File: src/rtl/reset_sequencer.sv
// Filters PLL lock, waits a fixed delay, then releases rst_n bits one by one in order.
// Optional macro RESET_SEQ_RELOCK_EN makes lock loss in RUN restart the sequence.
module reset_sequencer #(
  parameter int CHANNELS    = 2,
  parameter int LOCK_FILTER = 4,
  parameter int RESET_DELAY = 128,
  parameter int STAGE_GAP   = 16
) (
  input  logic                clk_core,
  input  logic                resetn,
  input  logic                pll_locked,
  output logic [CHANNELS-1:0] rst_n,
  output logic                ready,
  output logic [7:0]          relock_count
);

  localparam logic [1:0] WAIT_LOCK = 2'd0;
  localparam logic [1:0] DELAY     = 2'd1;
  localparam logic [1:0] RELEASE   = 2'd2;
  localparam logic [1:0] RUN       = 2'd3;

  localparam logic [7:0]          FILT = 8'(LOCK_FILTER);
  localparam logic [15:0]         DLY  = 16'(RESET_DELAY);
  localparam logic [7:0]          GAP  = 8'(STAGE_GAP - 1);
  localparam logic [CHANNELS-1:0] ONE  = CHANNELS'(1);

  logic                sync1;
  logic                sync2;
  logic [1:0]          state;
  logic [7:0]          filt_cnt;
  logic [7:0]          filt_nxt;
  logic [7:0]          gap_cnt;
  logic [15:0]         dly_cnt;
  logic [CHANNELS-1:0] rst_q;
  logic [CHANNELS-1:0] rst_shift;
  logic                lose;
  logic                lose_run;

  always_comb begin
    filt_nxt = 8'd0;
    if (sync2) begin
      filt_nxt = (filt_cnt == FILT) ? filt_cnt : filt_cnt + 8'd1;
    end
  end

  // Shifting ones in from bit 0 makes out-of-order release impossible.
  assign rst_shift = (rst_q << 1) | ONE;

`ifdef RESET_SEQ_RELOCK_EN
  assign lose_run = !sync2 && (state == RUN);
`else
  assign lose_run = 1'b0;
`endif

  assign lose = (!sync2 && (state == DELAY || state == RELEASE)) || lose_run;

  always_ff @(posedge clk_core) begin
    if (!resetn) begin
      sync1        <= 1'b0;
      sync2        <= 1'b0;
      state        <= WAIT_LOCK;
      filt_cnt     <= 8'd0;
      gap_cnt      <= 8'd0;
      dly_cnt      <= 16'd0;
      rst_q        <= '0;
      relock_count <= 8'd0;
    end else begin
      sync1    <= pll_locked;
      sync2    <= sync1;
      filt_cnt <= filt_nxt;
      if (lose) begin
        state   <= WAIT_LOCK;
        rst_q   <= '0;
        dly_cnt <= 16'd0;
        gap_cnt <= 8'd0;
        if (lose_run && relock_count != 8'hFF) begin
          relock_count <= relock_count + 8'd1;
        end
      end else begin
        case (state)
          WAIT_LOCK: begin
            if (filt_nxt == FILT) begin
              state   <= DELAY;
              dly_cnt <= 16'd0;
            end
          end
          DELAY: begin
            if (dly_cnt == DLY) begin
              rst_q   <= ONE;
              gap_cnt <= 8'd0;
              state   <= (CHANNELS == 1) ? RUN : RELEASE;
            end else begin
              dly_cnt <= dly_cnt + 16'd1;
            end
          end
          RELEASE: begin
            if (gap_cnt == GAP) begin
              rst_q   <= rst_shift;
              gap_cnt <= 8'd0;
              if (&rst_shift) state <= RUN;
            end else begin
              gap_cnt <= gap_cnt + 8'd1;
            end
          end
          default: state <= RUN;
        endcase
      end
    end
  end

  assign rst_n = rst_q;
  assign ready = &rst_q;

endmodule

File: config.mk
export PLATFORM = sky130hd
export DESIGN_NAME = reset_sequencer
export DESIGN_NICKNAME = d
export VERILOG_FILES = /design/src/rtl/reset_sequencer.sv
export SDC_FILE = /design/constraint.sdc
export NUM_CORES = 1
export LEC_CHECK = 0
export CORE_MARGIN = 2
export CORE_UTILIZATION = 40
export CTS_BUF_LIST = sky130_fd_sc_hd__clkbuf_4
export DETAILED_ROUTE_END_ITERATION = 16
export DONT_BUFFER_PORTS = 1
export PLACE_DENSITY = 0.53
export SYNTH_ARGS = -nofsm -noshare
export SYNTH_HDL_FRONTEND = slang
export SYNTH_SLANG_ARGS = --single-unit
File: constraint.sdc
create_clock -name clk_core -period 2.1 [get_ports clk_core]
set_input_delay 0.42 -clock clk_core [delete_from_list [all_inputs] [get_ports clk_core]]
set_output_delay 0.42 -clock clk_core [all_outputs]
set_load 0.01 [all_outputs]
* Yosys cells after proc, flatten, opt, wreduce, memory -nomap -nowiden *
Cells that the tools add are included.

word-level totals
  flip-flop bits (word level) = 38
  logic and storage cells = 50
  input port bits = 3
  output and inout bits = 11

operators by class
  reductions and logical operators = 12
  bitwise operators = 1
  add/sub/neg operators = 3
  mux-type cells = 16
  equal/unequal tests = 11

operators by type and width
  kind                   count
  $mux 16                2
  $mux 8                 4
  $pmux 16 s2            1
  $add 16x1->16 const B  1
  $add 8x1->8 const B    2
  $eq 16x8->1 const B    1
  $eq 8x3->1 const B     2
  $pmux 8 s2             1
  $mux 2                 6
  $eq 8x4->1 const B     1
  $ne 2x2->1 const B     3
  $pmux 2 s3             1
  $reduce_and 3->1       2
  $ne 2x1->1 const B     2
  $pmux 2 s2             1
  $reduce_and 2->1       2
  $reduce_and 4->1       1
  $reduce_bool 2->1      2
  $eq 2x1->1 const B     1
  $eq 2x2->1 const B     1
  $logic_not 2->1        1
  $reduce_or 2->1        1
  $logic_and 1x1->1      1
  $logic_not 1->1        1
  2 further kinds        2

* Depth between registers and ports, before layout *
  depth in word-level cells = 6
  mapped depth = 9
  mapped depth without buffers = 8

* Worst setup path before layout *
OpenSTA, ideal clock, no wires.

  path type = register -> register
  start = reg filt_cnt[0]
  end = reg dly_cnt[14]
  data arrival time = 2.237 ns
  period minus slack after synthesis = 2.307 ns
  slack = -0.207 ns
  setup time = 0.070 ns
  path buffers = 1
  cell stages (with the launch flop) = 10
  data required time = 2.030 ns
  cells stage by stage = dfxtp_1 > inv_1 > ha_1 > nor4bb_1 > a211o_1 > o31ai_2 > a31oi_1 > buf_2 > or4_1 > a21oi_1

on the way
  longest elaborated chain between the ends = 6
  elaborated cells between the ends (all ways) = 7
  those cells by class = add/sub: 1; eq/ne: 3; mux: 2; reduce/logical: 1

RTL lines
  what                                       RTL line  RTL
  start: declaration                         30        logic [7:0] filt_cnt;
  start signal: assignment                   70        filt_cnt <= filt_nxt;
  $add 8x1->8 or $eq 8x3->1 (tied branches)  42        filt_nxt = (filt_cnt == FILT) ? filt_cnt : filt_cnt + 8'd1;
  $mux 8 (*)                                 42
  $mux 8 (*)                                 41        if (sync2) begin
  $eq 8x3->1 (*)                             82        if (filt_nxt == FILT) begin
  $ne 2x2->1 (no line) (*)                   -
  $reduce_and 3->1 (no line) (*)             -
  end signal: assignment                     93        dly_cnt <= dly_cnt + 16'd1;
  end: declaration                           33        logic [15:0] dly_cnt;

Every way passes the cells marked *; elsewhere a longest branch is shown, timed or not.
A chain may end at the register's enable or synchronous reset.

* Worst setup path in the final report *
  start = reg filt_cnt[0]
  end = reg dly_cnt[2]

The elaborated chain is that of the path after synthesis.

==> PnR_summary.wiki <==
{| class="wikitable"
! Metric !! Value
|-
| Overall die height || 75.8 microns
|-
| Switching share of power || 31.7%
|-
| Sequential fraction of the synthesis area || roughly 37%
|-
| Arrival time reported for the critical path endpoint || approximately 2.5 ns
|-
| Async set or reset register ratio after synthesis || 0%
|-
| Capture endpoint of the worst hold path || sync2$_SDFF_PN0_
|-
| Prevailing post-synth register cell || sky130_fd_sc_hd__dfxtp_1
|-
| Final ANT Viol Nets || 0
|-
| RSZ-0062 raised after global routing || yes
|-
| Core ar. || 5040 sq um
|-
| Layout cell share with drive strength beyond 1 || between 30% and 40%
|-
| Sequential fraction of design power || 40.0%
|-
| Total global routing track utilization || 17.0%
|-
| Required time of the worst setup path || 2.38 ns
|-
| Series of cell instances along the critical path || inv_4, ha_4, nor4bb_4, a211o_1, o31ai_4, a31oi_4, buf_4, or3_1, a21oi_1
|-
| Hold Path Class || input pin to flip-flop
|-
| Overall die area || 5750 sq um
|-
| Syn Std Cell Area || around 2100 sq um
|-
| Post-Synthesis Cells || 246
|-
| Met1 track demand over resource || 22.2%
|-
| Number of buffers added by the clock tree synthesis step || 5
|-
| Setup slack of the most critical reg-to-reg path || -0.08 ns
|-
| GP Congestion || between 0.7 and 0.8
|-
| Family with the most delay on the worst path || compound AO/OA/AOI/OAI gates
|-
| Largest net degree at the start of global routing || 15
|-
| Destination of the worst register-to-register timing path || dly_cnt[2]$_SDFFE_PP0P_
|-
| Wire per inst || 12.1 microns
|-
| Layout filler cell count || 468
|-
| Crit path capture type || flip-flop
|-
| Synth warn || 0
|-
| Critical path fanouts, max || 9
|-
| Flip-flop and latch count after synthesis || 38
|-
| Clock share of power || 27.6%
|-
| Drt initial violations || 39
|-
| Initial Util || 40.9%
|-
| Number of top-level design ports || 14
|-
| Via count of the first global-routing pass || 1697
|-
| Number of cells on the worst hold path || 1
|-
| Clk buf depth || 2
|-
| Worst slew margin || a little under three fifths
|-
| Violations in the final reports || negative setup slack
|-
| Switching power total || 0.605 mW
|-
| CP Class || flip-flop to flip-flop
|-
| Synth unique cells || 45
|-
| Clock network latency to the later pin of the worst-skew pair || 0.35 ns
|-
| Initial antenna violation count || 0
|-
| Avg Cell Area, Syn || 8.39 sq um
|-
| Number of synthesized flops with an enable pin || 0
|-
| # H-tree levels || 2
|-
| Largest stage delay on the critical path || roughly 0.4 ns
|-
| Power per unit of standard cell area || 698 nW/um^2
|-
| Clock skew || approximately 0.022 ns
|-
| First-pass iteration count of the detailed router || 4
|-
| Outcome || finished with violations
|-
| Placed cell count || between 300 and 400
|-
| Detailed placer's ending HPWL || between 3 and 4 mm
|-
| Port Buffer Count || 0
|-
| Non-filler instance count after layout || between 300 and 400
|-
| Global-route wire length before repair || ~7.5 mm
|-
| Die span in x || roughly 76 microns
|-
| # diodes || 0
|-
| Fin worst setup slack || -0.0806 ns
|-
| # nets final || 308
|-
| IR drop worst, VDD || 448 uV
|-
| Pwr Total || 1.91 mW
|-
| Global-route congestion overflow total || 0
|-
| Final number of setup-violating endpoints || 15
|-
| Clock Sinks || 38
|-
| Grt met2 use || 27.7%
|-
| Time the final worst path needs with I/O delays and setup || 2.18 ns
|-
| Area growth from synthesis to layout || 32.3%
|-
| Clock-pin slew reported for the worst setup and hold paths after clock tree synthesis || 0.12 ns
|-
| Root buffer cell || sky130_fd_sc_hd__clkbuf_4
|-
| Final number of hold-violating endpoints || 0
|-
| Transition time at the pin with the least slew margin || between 0.6 and 0.7 ns
|-
| Power share of the combinational group || 32.5%
|-
| Internal Pwr Total || around 1.3 mW
|-
| Max cap viols || 0
|-
| Logic depth of the worst register-to-register path || 9
|-
| Final critical-path share of the clock period || 104%
|-
| Number of vias in the routed layout || 1846
|-
| Worst Setup Start Kind || flip-flop
|-
| Worst Path Buf+Inv || 2
|-
| Master of the slowest instance on the critical path || sky130_fd_sc_hd__dfxtp_4
|-
| Clock tree from TritonCTS || done
|-
| Number of hold buffers added after cts || 0
|-
| Wire length after detailed routing || 4.46 mm
|-
| Reg-to-Reg Start || filt_cnt[0]$_SDFF_PN0_
|-
| Via/cell ratio || 5.03
|-
| Max Transition Viols Final || 0
|-
| Global routing met3 resource utilization || 4.23%
|-
| Leakage power of the design || 1.00 nW
|-
| Most Crowded Layer GR || met2
|-
| Hold Startpoint || resetn
|-
| Achievable clock frequency || about 460 MHz
|-
| Cell row count || 26
|-
| DRC violation count after routing || 0
|}
repair_timing:
action,in CTS,in global routing
setup endpoints to repair,24,28
pin swaps,15,5
buffers inserted,7,1
resized for setup,25,7
cloned,2,0
cells in the mapped netlist, types with 4 or more instances:
library cell	n	area (sq um)
sky130_fd_sc_hd__or4_1	5	37.5
sky130_fd_sc_hd__nand2_1	12	45.0
sky130_fd_sc_hd__nand3_1	18	90.1
sky130_fd_sc_hd__o31ai_1	4	30.0
sky130_fd_sc_hd__o21ai_0	16	80.1
sky130_fd_sc_hd__ha_1	9	113
sky130_fd_sc_hd__or3_1	13	81.3
sky130_fd_sc_hd__buf_4	8	60.1
sky130_fd_sc_hd__nor2_1	24	90.1
sky130_fd_sc_hd__dfxtp_1	38	761
sky130_fd_sc_hd__nand4_1	9	56.3
sky130_fd_sc_hd__xnor2_1	9	78.8
sky130_fd_sc_hd__and2_1	5	31.3
sky130_fd_sc_hd__a21oi_1	21	105
sky130_fd_sc_hd__inv_1	11	41.3
cells in the final DEF (no fill, tap or decap), types with 3 or more instances in the layout:
cell type / n
sky130_fd_sc_hd__nand4_1: 9
sky130_fd_sc_hd__buf_6: 6
sky130_fd_sc_hd__mux2i_1: 3
sky130_fd_sc_hd__a21oi_1: 19
sky130_fd_sc_hd__ha_1: 8
sky130_fd_sc_hd__clkbuf_4: 7
sky130_fd_sc_hd__nand2_1: 11
sky130_fd_sc_hd__dfxtp_1: 34
sky130_fd_sc_hd__xnor2_1: 9
sky130_fd_sc_hd__or3_1: 12
sky130_fd_sc_hd__o31ai_1: 3
sky130_fd_sc_hd__nor2_1: 21
sky130_fd_sc_hd__and2_1: 5
sky130_fd_sc_hd__buf_4: 41
sky130_fd_sc_hd__dfxtp_2: 3
sky130_fd_sc_hd__o21ai_0: 15
sky130_fd_sc_hd__inv_1: 9
sky130_fd_sc_hd__nand3_1: 17
sky130_fd_sc_hd__or4_1: 4
sky130_fd_sc_hd__and3_1: 3
sky130_fd_sc_hd__conb_1: 8
per-stage QoR:
step                TNS (ns)  hold WS (ns)  instance area, sq um  utilization (%)  setup WS (ns)
finish                -0.781         0.197                  2730             54.2        -0.0806
global route           -2.66         0.172                  2730             54.2         -0.187
CTS                    -1.32         0.178                  2700             53.5         -0.103
detailed placement     -1.92         0.425                  2450             48.6         -0.159
global placement       -1.25         0.417                  2450             48.6        -0.0993
floorplan             -0.158         0.412                  2120                -        -0.0958
worst reg2reg max path, stage by stage, from the launching register on:
cell                       delay, ns
sky130_fd_sc_hd__dfxtp_4        0.39
sky130_fd_sc_hd__inv_4          0.04
sky130_fd_sc_hd__ha_4           0.15
sky130_fd_sc_hd__nor4bb_4       0.16
sky130_fd_sc_hd__a211o_1        0.30
sky130_fd_sc_hd__o31ai_4        0.24
sky130_fd_sc_hd__a31oi_4        0.18
sky130_fd_sc_hd__buf_4          0.19
sky130_fd_sc_hd__or3_1          0.34
sky130_fd_sc_hd__a21oi_1        0.15
sequential cells by signal, summed over array words and instances, names as in the netlist:
register	flops
rst_n	2
gap_cnt	8
state	2
sync1	1
sync2	1
dly_cnt	16
filt_cnt	8
final cells by class:
type	instances	area (sq um)	area share (%)
clock inverter	1	30.0	1.10
sequential	38	768	28.1
tap	70	87.6	3.21
clock buffer	7	52.6	1.92
multi-input combinational	189	1320	48.5
timing repair buffer	51	425	15.6
inverter	11	43.8	1.60
per-layer routing:
layer,vias to the layer above,wire length [microns]
li1,967,-
met1,860,2200
met5,-,0
met2,17,2120
met4,0,29
met3,2,106
worst max-delay path by stage:
stage | startpoint | end | slack (ns) | cells past startpoint
after floorplan | filt_cnt[0]$_SDFF_PN0_ | dly_cnt[14]$_SDFFE_PP0P_ | -0.1 | 9
after global placement | filt_cnt[0]$_SDFF_PN0_ | dly_cnt[13]$_SDFFE_PP0P_ | -0.1 | 9
after detailed placement | filt_cnt[0]$_SDFF_PN0_ | dly_cnt[12]$_SDFFE_PP0P_ | -0.16 | 9
after CTS | dly_cnt[0]$_SDFFE_PP0P_ | state[0]$_SDFFE_PP0P_ | -0.10 | 8
after global routing | filt_cnt[1]$_SDFF_PN0_ | dly_cnt[10]$_SDFFE_PP0P_ | -0.19 | 10
final | filt_cnt[0]$_SDFF_PN0_ | dly_cnt[2]$_SDFFE_PP0P_ | -0.08 | 9
cell families (layout without fill, tap and decap cells):
| kind of cell | Yosys count | after routing | synth area share (%) |
|---|---|---|---|
| flops | 38 | 38 | 36.8 |
| compound gates | 53 | 53 | 16.2 |
| buf+inv | 26 | 70 | 6.67 |
| xor+xnor | 11 | 11 | 4.67 |
| simple gates | 105 | 105 | 28.5 |
| fa+ha+maj | 9 | 9 | 5.45 |
| other cells | 1 | 8 | 0.182 |
| mux | 3 | 3 | 1.45 |
power groups by stage:
stage                     logic (mW)  registers (mW)  clock network [mW]
after floorplan                0.316           0.775                   0
after global placement         0.484           0.777                   0
after detailed placement       0.483           0.778                   0
after CTS                      0.607           0.762               0.545
after global routing           0.683           0.766               0.572
final                          0.619           0.762               0.526
(Power assumes the default switching activity.)
